File: config.mk
export PLATFORM = sky130hd
export DESIGN_NAME = gemm_tile_controller
export DESIGN_NICKNAME = d
export VERILOG_FILES = /design/src/rtl/gemm_ctrl_pkg.sv /design/src/rtl/ceiling_counter.sv /design/src/rtl/gemm_tile_controller.sv
export SDC_FILE = /design/constraint.sdc
export NUM_CORES = 1
export LEC_CHECK = 0
export ABC_AREA = 0
export CAP_MARGIN = 20
export CORE_ASPECT_RATIO = 1.25
export CORE_MARGIN = 2
export CORE_UTILIZATION = 45
export CTS_BUF_LIST = sky130_fd_sc_hd__clkbuf_4 sky130_fd_sc_hd__clkbuf_8
export CTS_CLUSTER_SIZE = 12
export DETAILED_ROUTE_END_ITERATION = 8
export PLACE_DENSITY = 0.71
export SYNTH_ARGS = -nofsm -noshare
export SYNTH_HDL_FRONTEND = slang
export SYNTH_HIERARCHICAL = 1
export SYNTH_SLANG_ARGS = --single-unit
File: constraint.sdc
create_clock -name clk_i -period 4.8 [get_ports clk_i]
set_input_delay 1.2 -clock clk_i [delete_from_list [all_inputs] [get_ports clk_i]]
set_output_delay 1.2 -clock clk_i [all_outputs]
set_load 0.02 [all_outputs]
File: src/rtl/gemm_ctrl_pkg.sv
// rtl/gemm_ctrl_pkg.sv - shared types and helpers for the GeMM tile loop controller
package gemm_ctrl_pkg;

   localparam int CtrlTagWidth = 16;

   typedef enum logic [1:0] {
      CtrlIdle,
      CtrlRun,
      CtrlDrain,
      CtrlDone
   } controller_state_t;

   typedef struct packed {
      logic [CtrlTagWidth-1:0] m_base;
      logic [CtrlTagWidth-1:0] n_base;
      logic [CtrlTagWidth-1:0] m_ext;
      logic [CtrlTagWidth-1:0] n_ext;
   } result_tag_t;

   function automatic bit is_pow2(input int tile);
      return (tile >= 1) && ((tile & (tile - 1)) == 0);
   endfunction

   function automatic int clog2_tile(input int tile);
      int r;
      r = 0;
      for (int i = 0; i < 31; i++) begin
         if ((1 << i) == tile) r = i;
      end
      return r;
   endfunction

endpackage

File: src/rtl/ceiling_counter.sv
// rtl/ceiling_counter.sv - wrapping tile index counter, 0..ceiling-1
module ceiling_counter #(
   parameter int Width = 16
) (
   input  logic             clk_i,
   input  logic             rst_i,
   input  logic             clear_i,
   input  logic             tick_i,
   input  logic [Width-1:0] ceiling_i,
   output logic [Width-1:0] count_o,
   output logic             last_o
);

   logic [Width-1:0] count_q, count_d;

   assign last_o  = (count_q == ceiling_i - Width'(1));
   assign count_o = count_q;

   always_comb begin
      count_d = count_q;
      if (clear_i)     count_d = '0;
      else if (tick_i) count_d = last_o ? '0 : count_q + Width'(1);
   end

   always_ff @(posedge clk_i) begin
      if (rst_i) count_q <= '0;
      else       count_q <= count_d;
   end

endmodule

File: src/rtl/gemm_tile_controller.sv
// rtl/gemm_tile_controller.sv - M->N->K tile loop walker with edge extents and delayed result strobe
module gemm_tile_controller
   import gemm_ctrl_pkg::*;
#(
   parameter int AddrWidth     = 16,
   parameter int TileM         = 4,
   parameter int TileK         = 4,
   parameter int TileN         = 4,
   parameter int ResultLatency = 1
) (
   input  logic                 clk_i,
   input  logic                 rst_i,
   input  logic                 start_i,
   input  logic                 input_valid_i,
   input  logic [AddrWidth-1:0] M_size_i,
   input  logic [AddrWidth-1:0] K_size_i,
   input  logic [AddrWidth-1:0] N_size_i,
   output logic                 busy_o,
   output logic                 done_o,
   output logic                 acc_clear_o,
   output logic                 result_valid_o,
   output logic [AddrWidth-1:0] M_count_o,
   output logic [AddrWidth-1:0] K_count_o,
   output logic [AddrWidth-1:0] N_count_o,
   output logic [AddrWidth-1:0] M_base_o,
   output logic [AddrWidth-1:0] K_base_o,
   output logic [AddrWidth-1:0] N_base_o,
   output logic [AddrWidth-1:0] M_ext_o,
   output logic [AddrWidth-1:0] K_ext_o,
   output logic [AddrWidth-1:0] N_ext_o,
   output logic [AddrWidth-1:0] res_M_base_o,
   output logic [AddrWidth-1:0] res_N_base_o,
   output logic [AddrWidth-1:0] res_M_ext_o,
   output logic [AddrWidth-1:0] res_N_ext_o
);

   localparam int LogM = clog2_tile(TileM);
   localparam int LogK = clog2_tile(TileK);
   localparam int LogN = clog2_tile(TileN);

   if (!is_pow2(TileM) || !is_pow2(TileK) || !is_pow2(TileN)) begin : g_bad_tile
      $error("gemm_tile_controller: tile sizes must be powers of two");
   end
   if (AddrWidth > CtrlTagWidth || ResultLatency < 1) begin : g_bad_width
      $error("gemm_tile_controller: AddrWidth or ResultLatency out of range");
   end

   function automatic logic [AddrWidth-1:0] ceil_tiles(input logic [AddrWidth-1:0] size,
                                                       input int tile, input int lg);
      logic [AddrWidth:0] sum;
      sum = {1'b0, size} + (AddrWidth+1)'(tile - 1);
      return AddrWidth'(sum >> lg);
   endfunction

   function automatic logic [AddrWidth-1:0] extent(input logic [AddrWidth-1:0] count,
                                                   input logic [AddrWidth-1:0] tiles,
                                                   input logic [AddrWidth-1:0] rem,
                                                   input int tile);
      if (count == tiles - AddrWidth'(1) && rem != '0) return rem;
      return AddrWidth'(tile);
   endfunction

   controller_state_t state_q, state_d;
   logic [AddrWidth-1:0] mt_q, kt_q, nt_q, m_rem_q, k_rem_q, n_rem_q;
   logic [AddrWidth-1:0] m_count, k_count, n_count, m_ext, k_ext, n_ext;
   logic m_last, k_last, n_last;
   logic start_accept, ctr_clear, beat, final_beat, push, k_tick, n_tick, m_tick;
   logic pending_behind;
   logic [ResultLatency-1:0] valid_q;
   result_tag_t tag_q [ResultLatency];
   result_tag_t push_tag, head;

   assign start_accept = (state_q == CtrlIdle) && start_i;
   assign ctr_clear    = start_accept || (state_q == CtrlDone);
   assign beat         = (state_q == CtrlRun) && input_valid_i;
   assign final_beat   = beat && k_last && n_last && m_last;
   assign push         = beat && k_last;
   // The final beat must not wrap the counters: they hold their last indices through DRAIN.
   assign k_tick       = beat && !final_beat;
   assign n_tick       = k_tick && k_last;
   assign m_tick       = n_tick && n_last;

   always_ff @(posedge clk_i) begin
      if (rst_i) begin
         mt_q <= '0; kt_q <= '0; nt_q <= '0;
         m_rem_q <= '0; k_rem_q <= '0; n_rem_q <= '0;
      end else if (start_accept) begin
         mt_q    <= ceil_tiles(M_size_i, TileM, LogM);
         kt_q    <= ceil_tiles(K_size_i, TileK, LogK);
         nt_q    <= ceil_tiles(N_size_i, TileN, LogN);
         m_rem_q <= M_size_i & AddrWidth'(TileM - 1);
         k_rem_q <= K_size_i & AddrWidth'(TileK - 1);
         n_rem_q <= N_size_i & AddrWidth'(TileN - 1);
      end
   end

   ceiling_counter #(.Width(AddrWidth)) u_k_ctr (
      .clk_i(clk_i), .rst_i(rst_i), .clear_i(ctr_clear), .tick_i(k_tick),
      .ceiling_i(kt_q), .count_o(k_count), .last_o(k_last));
   ceiling_counter #(.Width(AddrWidth)) u_n_ctr (
      .clk_i(clk_i), .rst_i(rst_i), .clear_i(ctr_clear), .tick_i(n_tick),
      .ceiling_i(nt_q), .count_o(n_count), .last_o(n_last));
   ceiling_counter #(.Width(AddrWidth)) u_m_ctr (
      .clk_i(clk_i), .rst_i(rst_i), .clear_i(ctr_clear), .tick_i(m_tick),
      .ceiling_i(mt_q), .count_o(m_count), .last_o(m_last));

   assign m_ext = extent(m_count, mt_q, m_rem_q, TileM);
   assign k_ext = extent(k_count, kt_q, k_rem_q, TileK);
   assign n_ext = extent(n_count, nt_q, n_rem_q, TileN);

   always_comb begin
      push_tag        = '0;
      push_tag.m_base = CtrlTagWidth'(m_count << LogM);
      push_tag.n_base = CtrlTagWidth'(n_count << LogN);
      push_tag.m_ext  = CtrlTagWidth'(m_ext);
      push_tag.n_ext  = CtrlTagWidth'(n_ext);
   end

   // Stage 0 is the newest entry; stage ResultLatency-1 is the head that drives the strobe.
   always_ff @(posedge clk_i) begin
      if (rst_i) begin
         valid_q <= '0;
         for (int i = 0; i < ResultLatency; i++) tag_q[i] <= '0;
      end else begin
         valid_q[0] <= push;
         tag_q[0]   <= push_tag;
         for (int i = 1; i < ResultLatency; i++) begin
            valid_q[i] <= valid_q[i-1];
            tag_q[i]   <= tag_q[i-1];
         end
      end
   end

   always_comb begin
      pending_behind = 1'b0;
      for (int i = 0; i < ResultLatency - 1; i++) pending_behind = pending_behind | valid_q[i];
   end

   assign head = tag_q[ResultLatency-1];

   always_ff @(posedge clk_i) begin
      if (rst_i) state_q <= CtrlIdle;
      else       state_q <= state_d;
   end

   always_comb begin
      state_d = state_q;
      unique case (state_q)
         CtrlIdle: begin
            if (start_i) begin
               if (M_size_i == '0 || K_size_i == '0 || N_size_i == '0) state_d = CtrlDone;
               else                                                     state_d = CtrlRun;
            end
         end
         CtrlRun:   if (final_beat) state_d = CtrlDrain;
         CtrlDrain: if (!pending_behind) state_d = CtrlDone;
         CtrlDone:  state_d = CtrlIdle;
         default:   state_d = CtrlIdle;
      endcase
   end

   always_comb begin
      busy_o         = (state_q != CtrlIdle);
      done_o         = (state_q == CtrlDone);
      acc_clear_o    = beat && (k_count == '0);
      result_valid_o = valid_q[ResultLatency-1];
      M_count_o      = m_count;
      K_count_o      = k_count;
      N_count_o      = n_count;
      M_base_o       = m_count << LogM;
      K_base_o       = k_count << LogK;
      N_base_o       = n_count << LogN;
      M_ext_o        = (state_q == CtrlRun) ? m_ext : '0;
      K_ext_o        = (state_q == CtrlRun) ? k_ext : '0;
      N_ext_o        = (state_q == CtrlRun) ? n_ext : '0;
      res_M_base_o   = head.m_base[AddrWidth-1:0];
      res_N_base_o   = head.n_base[AddrWidth-1:0];
      res_M_ext_o    = head.m_ext[AddrWidth-1:0];
      res_N_ext_o    = head.n_ext[AddrWidth-1:0];
   end

endmodule

==> Word level (Yosys, flattened, before mapping) <==
Memories as Yosys holds them, arrays and structs flattened.
Index checks and enable logic that the tools add are counted.
{ "totals": {"ff_bits": 102, "ramBits": 60, "output_inout_bits": 212, "word_cells": 81, "mem_count": 1} }
{ "memory_table": {"columns": ["memory", "words", "word_bits", "read_ports", "rd_clocked_by_memory_dff", "wr", "line_no", "text"], "rows": [
  ["tag_q", 1, 60, 1, 0, 1, "gemm_tile_controller.sv:70", "result_tag_t tag_q [ResultLatency];"]
]} }
{ "op_classes": {"add_sub_neg": 9, "eq_ne": 8, "n_mux": 24, "n_reduce_logical": 28} }
{ "ops": {"columns": ["operator", "count"], "rows": [
  ["$mux 16", 12],
  ["$logic_not 16->1", 4],
  ["$mux 60", 1],
  ["$reduce_or 60->1", 1],
  ["$add 16x2->17 const B", 3],
  ["$add 16x1->16 const B", 3],
  ["$eq 16x16->1", 3],
  ["$reduce_bool 16->1", 3],
  ["$sub 15x1->16 const B", 3],
  ["$logic_and 1x1->1", 12],
  ["$pmux 2 s4", 1],
  ["$mux 1", 7],
  ["$mux 2", 3],
  ["$eq 2x2->1 const B", 2],
  ["$ne 2x2->1 const B", 2],
  ["$logic_or 1x1->1", 3],
  ["$eq 2x1->1 const B", 1],
  ["$logic_not 2->1", 1],
  ["$reduce_and 2->1", 1],
  ["$reduce_bool 2->1", 1],
  ["$reduce_or 2->1", 1],
  ["$logic_not 1->1", 1]
]} }

==> Logic depth before layout (Yosys ltp) <==
Gate-level depths: netlist (run 1).
{ "logic_depth": {"ltp_word": 9, "depth_mapped": 16, "depth_no_buf": 15} }

==> Modules after synthesis <==
Netlist (run 1), hierarchy kept.
{ "by_module_without_submodules": {"columns": ["module", "instances", "cells_per_inst", "area_per_inst_um2"], "rows": [
  ["gemm_tile_controller", 1, 797, 6332.3],
  ["ceiling_counter", 3, 168, 1397.6]
]} }

==> Least setup slack after synthesis (run 1) <==
No wires, ideal clock.
{ "synth_timing": {"path_kind": "reg2out", "start": "reg nt_q[0]", "end": "out N_ext_o[0]", "t_arrival_ps": 2696, "required_time_ps": 3600, "path_slack_ps": 904, "stages_incl_launch_ff": 12, "path_cell_list": "dfxtp_1 > clkbuf_1 > inv_1 > ha_1 > buf_2 > or4b_1 > clkbuf_1 > nor3_1 > nand4b_1 > and4_1 > nor4_4 > and3_1"} }
{ "synth_via": {"elab_chain_cells": 6} }
{ "synth_rtl": {"columns": ["element", "line_no", "text"], "rows": [
  ["start, declared", "gemm_tile_controller.sv:64", "logic [AddrWidth-1:0] mt_q, kt_q, nt_q, m_rem_q, k_rem_q, n_rem_q;"],
  ["start signal, assigned", "gemm_tile_controller.sv:90", "nt_q <= ceil_tiles(N_size_i, TileN, LogN);"],
  ["$sub 15x1->16", "gemm_tile_controller.sv:59", "if (count == tiles - AddrWidth'(1) && rem != '0) return rem;"],
  ["$eq 16x16->1", "gemm_tile_controller.sv:59", null],
  ["$logic_and 1x1->1", "gemm_tile_controller.sv:59", null],
  ["$mux 1", "gemm_tile_controller.sv:59", null],
  ["$mux 16", "gemm_tile_controller.sv:60", "return AddrWidth'(tile);"],
  ["$mux 16", "gemm_tile_controller.sv:175", "N_ext_o = (state_q == CtrlRun) ? n_ext : '0;"],
  ["end, declared", "gemm_tile_controller.sv:30", "output logic [AddrWidth-1:0] N_ext_o,"]
]} }
Every way passes these cells.

==> Worst setup path after layout (run 1) <==
{ "layout_timing": {"start": "reg kt_q[9]", "end": "out K_ext_o[0]"} }
{ "layout_via": {"elab_chain_cells": 6} }
{ "layout_rtl": {"columns": ["element", "line_no", "text"], "rows": [
  ["start, declared", "gemm_tile_controller.sv:64", null],
  ["start signal, assigned", "gemm_tile_controller.sv:89", "kt_q <= ceil_tiles(K_size_i, TileK, LogK);"],
  ["$sub 15x1->16", "gemm_tile_controller.sv:59", null],
  ["$eq 16x16->1", "gemm_tile_controller.sv:59", null],
  ["$logic_and 1x1->1", "gemm_tile_controller.sv:59", null],
  ["$mux 1", "gemm_tile_controller.sv:59", null],
  ["$mux 16", "gemm_tile_controller.sv:60", null],
  ["$mux 16", "gemm_tile_controller.sv:174", "K_ext_o = (state_q == CtrlRun) ? k_ext : '0;"],
  ["end, declared", "gemm_tile_controller.sv:29", "output logic [AddrWidth-1:0] K_ext_o,"]
]} }
Every way passes these cells.

==> results of run 1 <==
-- power groups by stage --
stage	Combinational (mW)	Clock, mW	Sequential (mW)
6_report	2.65	1.08	1.53
3_5_place_dp	2.56	0	1.53
5_1_grt	2.90	1.15	1.56
2_1_floorplan	2.01	0	1.48
3_3_place_gp	2.53	0	1.53
4_1_cts	2.59	1.10	1.51
-- per-stage QoR --
stage / worst slack [ns] / utilization / cells / total power [mW]
after floorplan: 0.904 / - / 1378 / 3.49
after global placement: 0.477 / 0.531 / 1721 / 4.06
after detailed placement: 0.422 / 0.531 / 1721 / 4.09
after CTS: 0.0176 / 0.551 / 1753 / 5.20
after global routing: 0.0726 / 0.555 / 1756 / 5.61
final: 0.187 / 0.555 / 1756 / 5.26
-- critical path, delay by kind of cell, from the launching register on --
kind	cells	cell delay, ns
AO/OA/AOI/OAI	2	0.77
buffers and inverters	1	0.64
flip-flops	1	0.44
AND/OR/NAND/NOR	4	1.09
-- Yosys cell counts, types with 8 or more instances --
cell type,number
dfxtp_1,136
buf_4,118
xnor2_1,117
nor2_1,98
a211oi_1,78
nand2_1,78
xor2_1,72
nand3_1,48
nor3_1,47
nand4_1,40
clkbuf_1,38
nor2b_1,37
nor4_1,37
a21oi_1,32
inv_1,31
o21ai_0,26
and3_1,17
or3_1,16
nand2b_1,15
ha_1,14
o211ai_1,14
a31oi_1,13
and4_1,9
nand4b_1,9
mux2i_1,8
nand3b_1,8
nor3b_1,8
o21a_1,8
-- cells by family (layout without fill, tap and decap cells) --
logic type      after synthesis  after routing  share of synthesized area
compound gates              235            235                      0.160
xor+xnor                    189            189                      0.157
fa+ha+maj                    14             14                     0.0166
buf+inv                     202            292                      0.119
flops                       136            136                      0.259
mux                           9              9                    0.00868
other cells                   1             78                   0.000356
simple gates                515            515                      0.279
-- layer usage --
layer / wire length (um) / up-vias / global-route usage / part of all wire
li1: - / 4856 / - / -
met1: 12600 / 4730 / 0.295 / 0.42
met2: 14700 / 373 / 0.409 / 0.49
met3: 1660 / 78 / 0.0370 / 0.055
met4: 1120 / 0 / 0.102 / 0.037
met5: 0 / - / 0 / 0
-- worst paths after layout --
kind / endpoint / cells past startpoint / from / slack, ns
max: K_ext_o[0] / 7 / kt_q[9]$_SDFFE_PP0P_ / 0.19
min: m_rem_q[0]$_SDFFE_PP0P_ / 2 / m_rem_q[0]$_SDFFE_PP0P_ / 0.50
max reg2reg: u_m_ctr/count_o[15]$_SDFFE_PP0P_ / 15 / nt_q[0]$_SDFFE_PP0P_ / 0.50
min reg2reg: m_rem_q[0]$_SDFFE_PP0P_ / 2 / m_rem_q[0]$_SDFFE_PP0P_ / 0.50
-- sequential cells by signal, summed over array words and instances, names as in the netlist --
signal	count
k_rem_q	2
kt_q	15
m_rem_q	2
mt_q	15
n_rem_q	2
nt_q	15
result_valid_o	1
state_q	2
tag_q	34
u_k_ctr/count_o	16
u_m_ctr/count_o	16
u_n_ctr/count_o	16
-- area by class of cell --
class                   count  area, um2
repair buffers            229       2190
inverters                  31        116
well taps                 288        360
clock buffers              18        241
multi-input cells        1040       6920
flip-flops and latches    136       2730
clock inverters            14        198
fillers                  2145      10200
-- cell usage in the layout (no fill, tap or decap), types with 9 or more instances in the layout --
| cell type | Yosys | final |
|---|---|---|
| and3_1 | 17 | 17 |
| ha_1 | 14 | 13 |
| nand2b_1 | 15 | 15 |
| a211oi_1 | 78 | 78 |
| nor4_1 | 37 | 35 |
| xnor2_1 | 117 | 117 |
| nand2_1 | 78 | 78 |
| a21oi_1 | 32 | 32 |
| nand4_1 | 40 | 40 |
| nand4b_1 | 9 | 9 |
| conb_1 | 1 | 78 |
| clkdlybuf4s50_1 | 0 | 183 |
| xor2_1 | 72 | 72 |
| and4_1 | 9 | 9 |
| o21ai_0 | 26 | 26 |
| dfxtp_1 | 136 | 134 |
| nand3_1 | 48 | 48 |
| nor2b_1 | 37 | 37 |
| clkbuf_8 | 0 | 17 |
| nor3_1 | 47 | 44 |
| o211ai_1 | 14 | 14 |
| inv_1 | 31 | 31 |
| buf_4 | 118 | 41 |
| or3_1 | 16 | 16 |
| a31oi_1 | 13 | 13 |
| nor2_1 | 98 | 98 |
-- repair_timing --
item | in CTS | in global routing
setup endpoints to repair | 3 | 8
resized for setup | 4 | 16
hold buffers | 0 | 0
pin swaps | 0 | 1
setup buffers | 0 | 3
==> implementation parameters, run 1 <==
Parameter                              Value

Synthesis
  Post-Synthesis Cells    1301
  Post-synthesis sequential area ratio    0.259
  Yosys Warn Count    6
  Post-synth top area share    0.259
  Post-synth top area cell    dfxtp_1
  Number of synthesized flops with an enable pin    0
  Synth unique cells    between 70 and 80
  Synth async-reset ratio    0
  Synthesized cell area    10500 um2
  Per-instance average area after synthesis    between 8 and 9 um2
  Top cells by area in the synthesized netlist    dfxtp_1 (26%), xnor2_1 (9.7%), buf_4 (8.4%)
  Flop and latch count out of synthesis    136
  Commonest register cell after synthesis    dfxtp_1

Critical path
  Arrival time at the worst endpoint    roughly 3.4 ns
  Longest individual stage delay on the worst path    between 0.6 and 0.7 ns
  Slowest stage cell, crit path    clkdlybuf4s50_1
  Critical path, cell by cell    nor4_2 > nand2_1 > o31a_1 > a2111oi_1 > nand3_1 > nor3_1 > clkdlybuf4s50_1
  WS Path Type    reg -> out
  Worst setup EP type    output port
  Crit path max fanout    11
  Data required time at the worst endpoint    about 3.6 ns
  Type of origin of the critical path    flip-flop

Cells and area
  Antenna cells    0
  Growth of design area from synthesis to finish    21.2%
  Final non-filler cell area    roughly 13000 um2
  Fraction of final layout cells with drive strength greater than 1    0.0770
  Net total in the final layout    approximately 1500

Timing
  Max transition margin    0.485
  Setup repair after global routing missed its margin    no
  Upper clock frequency limit    around 220 MHz
  Period utilization    0.961
  Final number of hold-violating endpoints    0
  Sum of negative setup slack    0 ns
  Final hold slack    ~0.5 ns
  Clock Skew    between 0.015 and 0.02 ns
  Final setup violation count    0
  Worst-Margin Slew    ~0.77 ns
  Min Clock Period, post-route    4.61 ns
  Number of max-slew violations in the final report    0

Run status
  Outcome    finished, final reports clean

GRT
  Initial antenna violation count    0
  Wire length of the first global-routing pass    between 40 and 50 mm
  Vias in the first global route    around 9000
  Maximum number of pins on one net before global-route repair    73
  Global-route total usage across every layer    0.238
  Total overflow reported by the global router    0

Floorplanning
  Count of pins on the block boundary    264
  Die area    approximately 25000 um2
  Initial core utilization    0.458
  Number of core rows    62
  Die Height    approximately 170 um
  Horizontal die dimension    roughly 140 um
  Std-Cell Core Area    approximately 23000 um2

Power and ir drop
  Worst ir drop on vdd    around 0.00024 V
  Leak Pwr    between 4 and 5 nW
  Part of the power in registers    0.291
  Clock share of power    0.205
  Internal    approximately 3 mW
  Power share of the combinational group    0.505
  Power spent charging and discharging nets    around 2.3 mW
  Cell Pwr Density    412 nW/um2
  Sw frac    0.445

CTS
  Max clock buf depth    2
  Num Clock Sinks    136
  Clk root buf    clkbuf_8
  Latest clock arrival within the worst-skew pair    0.48 ns
  TritonCTS clock tree    yes
  Inserted Clock Buffers    17
  Clock Pin Slew Worst Setup and Hold Paths    around 0.080 ns
  CTS H-tree depth    4

Placement
  Total of buffers placed on input and output ports    ~190
  Final HPWL DP    about 22 mm
  Total cell area at the placement stage    12200 um2
  RePlAce Congestion    between 0.9 and 1

Worst hold path
  Path type of the worst min-delay path    reg -> reg

Flow run
  Maximum Capacitance Violations    0

Detailed routing
  Vias    10000
  Remaining routing DRC violations    0
  Vias per inst    5.72
  Total iterations of the first detailed-routing run    5
  WL per Instance    between 15 and 20 um
  Antenna-violating nets left    0
  Post-detailed-routing wire length    between 30 and 40 mm
  DRT iter0 DRCs    roughly 670
No activity file was read; power rests on OpenSTA's default activity.
==> run 2, diff against run 1 <==
--- a/config.mk
+++ b/config.mk
@@ -6,14 +6,17 @@
 export NUM_CORES = 1
 export LEC_CHECK = 0
 export ABC_AREA = 0
+export ABC_CLOCK_PERIOD_IN_PS = 4800
 export CAP_MARGIN = 20
 export CORE_ASPECT_RATIO = 1.25
 export CORE_MARGIN = 2
 export CORE_UTILIZATION = 45
 export CTS_BUF_LIST = sky130_fd_sc_hd__clkbuf_4 sky130_fd_sc_hd__clkbuf_8
+export CTS_CLUSTER_DIAMETER = 80
 export CTS_CLUSTER_SIZE = 12
 export DETAILED_ROUTE_END_ITERATION = 8
 export PLACE_DENSITY = 0.71
+export SLEW_MARGIN = 5
 export SYNTH_ARGS = -nofsm -noshare
 export SYNTH_HDL_FRONTEND = slang
 export SYNTH_HIERARCHICAL = 1
==> results of run 2 <==
Same layout as run 1: the final DEF is identical, and so are final timing and power.
==> run 3, diff against run 2 <==
--- a/config.mk
+++ b/config.mk
@@ -10,12 +10,13 @@
 export CAP_MARGIN = 20
 export CORE_ASPECT_RATIO = 1.25
 export CORE_MARGIN = 2
-export CORE_UTILIZATION = 45
+export CORE_UTILIZATION = 35
 export CTS_BUF_LIST = sky130_fd_sc_hd__clkbuf_4 sky130_fd_sc_hd__clkbuf_8
 export CTS_CLUSTER_DIAMETER = 80
 export CTS_CLUSTER_SIZE = 12
 export DETAILED_ROUTE_END_ITERATION = 8
-export PLACE_DENSITY = 0.71
+export PLACE_DENSITY = 0.57
+export SKIP_CTS_REPAIR_TIMING = 1
 export SLEW_MARGIN = 5
 export SYNTH_ARGS = -nofsm -noshare
 export SYNTH_HDL_FRONTEND = slang
==> implementation parameters, run 3 (synthesis gave the netlist of run 1 again) <==
Parameter                              Value

Timing
  Final number of hold-violating endpoints    0 (unchanged)
  Sum of negative setup slack    0 ns (unchanged)
  Period utilization    0.971 (+0.0104)
  Clock Skew    0.0149 ns (-0.000716 ns)
  Upper clock frequency limit    214 MHz (-1.1%)
  Min Clock Period, post-route    4.66 ns (+0.0501 ns)
  Number of max-slew violations in the final report    0 (unchanged)
  Max transition margin    0.575 (+0.0907)
  Final setup violation count    0 (unchanged)
  Worst-Margin Slew    0.631 ns (-0.142 ns)

GRT
  Initial antenna violation count    2 (+2)
  Total overflow reported by the global router    0 (unchanged)
  Maximum number of pins on one net before global-route repair    57 (-22%)
  Wire length of the first global-routing pass    49.5 mm (+4.1%)
  Global-route total usage across every layer    0.195 (-0.0429)
  Vias in the first global route    9411 (+1.6%)

Floorplanning
  Std-Cell Core Area    29800 um2 (+30%)
  Number of core rows    71 (+15%)
  Die area    31500 um2 (+28%)
  Initial core utilization    0.353 (-0.106)
  Die Height    198 um (+13%)
  Count of pins on the block boundary    264 (unchanged)
  Horizontal die dimension    159 um (+13%)

Detailed routing
  Remaining routing DRC violations    0 (unchanged)
  Vias per inst    5.26 (-7.9%)
  DRT iter0 DRCs    544 (-18%)
  Post-detailed-routing wire length    31.3 mm (+4.0%)
  Vias    9871 (-1.7%)
  Antenna-violating nets left    0 (unchanged)
  WL per Instance    16.7 um (-2.7%)
  Total iterations of the first detailed-routing run    5 (unchanged)

Cells and area
  Fill cell instance count of the final layout    3081 (+44%)
  Antenna cells    0 (unchanged)
  Flip-flop count of the largest register after layout    34 (unchanged)
  Most frequent cells in the layout    clkdlybuf4s50_1 (185), dfxtp_1 (134), xnor2_1 (117), nor2_1 (98)
  Fraction of final layout cells with drive strength greater than 1    0.0814 (+0.00438)
  Final core utilization    0.432 (-0.123)
  Final non-filler cell area    12900 um2 (+1.1%)
  Net total in the final layout    1528 (+0.46%)
  Top register by number of flip-flops    tag_q
  Growth of design area from synthesis to finish    22.6%
  Most common cell after layout, fill and taps aside    clkdlybuf4s50_1

Critical path
  Arrival time at the worst endpoint    3.46 ns (+0.05 ns)
  WS Path Type    reg -> out
  Data required time at the worst endpoint    3.60 ns (about the same)
  Crit path max fanout    13 (+2)
  Type of origin of the critical path    flip-flop
  Worst setup EP type    output port

CTS
  TritonCTS clock tree    yes
  CTS H-tree depth    4 (unchanged)
  Latest clock arrival within the worst-skew pair    0.46 ns (-0.02 ns)
  Max clock buf depth    2 (unchanged)
  Inserted Clock Buffers    17 (unchanged)
  Clock Pin Slew Worst Setup and Hold Paths    0.08 ns (about the same)
  Num Clock Sinks    136 (unchanged)
  Clk root buf    clkbuf_8

Placement
  Final HPWL DP    23.5 mm (+7.3%)
  Total cell area at the placement stage    12400 um2 (+1.9%)
  RePlAce Congestion    0.876 (-8.1%)
  Total of buffers placed on input and output ports    188 (unchanged)

Power and ir drop
  Worst ir drop on vdd    0.000215 V (-12%)
  Sum of internal, switching and leakage power    5.19 mW (-1.2%)
  Leak Pwr    4.52 nW (-0.77%)
  Cell Pwr Density    403 nW/um2 (-2.4%)

Worst hold path
  Path type of the worst min-delay path    reg -> reg

Flow run
  Maximum Capacitance Violations    0 (unchanged)

Run status
  Outcome    finished, final reports clean
## run 3: final timing paths
kind,startpoint,to,slack (ns),depth (start not counted)
setup / recovery,nt_q[5]$_SDFFE_PP0P_,N_ext_o[0],0.14,7
hold / removal,k_rem_q[1]$_SDFFE_PP0P_,k_rem_q[1]$_SDFFE_PP0P_,0.50,2
setup reg to reg,kt_q[1]$_SDFFE_PP0P_,u_m_ctr/count_o[15]$_SDFFE_PP0P_,0.63,15
hold reg to reg,k_rem_q[1]$_SDFFE_PP0P_,k_rem_q[1]$_SDFFE_PP0P_,0.50,2
## run 3: layer usage
| metal | up-vias | part of all wire | GRT usage | routed length (um) |
|---|---|---|---|---|
| met1 | 4638 | 0.44 | 0.234 | 13700 |
| li1 | 4869 | - | - | - |
| met3 | 62 | 0.045 | 0.0352 | 1420 |
| met2 | 298 | 0.48 | 0.341 | 15000 |
| met4 | 4 | 0.036 | 0.0865 | 1120 |
| met5 | - | 0.0011 | 0 | 33 |
## run 3: cell type report
cell class | instances | area [um2] | area share
tap | 401 | 502 | 0.0389
clock buffer | 17 | 234 | 0.0181
inverter | 31 | 116 | 0.00902
clock inverter | 15 | 178 | 0.0138
multi-input combinational | 1040 | 6890 | 0.534
sequential | 136 | 2730 | 0.211
timing repair buffer | 236 | 2260 | 0.175
## run 3: where the power goes
group / internal [mW] / switching, mW / total, mW / leakage, nW
sequential: 1.25 / 0.257 / 1.51 / 1.11
clock: 0.513 / 0.497 / 1.01 / 0.194
combinational: 1.11 / 1.56 / 2.68 / 3.21
## run 3: stage by stage
stage | setup slack, ns | cells | hold WS (ns)
2_1_floorplan | 0.904 | 1378 | 0.450
3_3_place_gp | 0.538 | 1844 | 0.488
3_5_place_dp | 0.478 | 1844 | 0.489
4_1_cts | -0.0859 | 1876 | 0.502
5_1_grt | -0.0258 | 1876 | 0.521
6_report | 0.137 | 1876 | 0.503
## run 3: critical path, cell delays in order, from the launching register on
cell and delay (ns):
dfxtp_1 0.46, or4_4 0.65, nor3_2 0.29, nand4b_1 0.12, and4_1 0.26, nor4_4 0.42, and3_1 0.21, clkdlybuf4s50_1 0.60
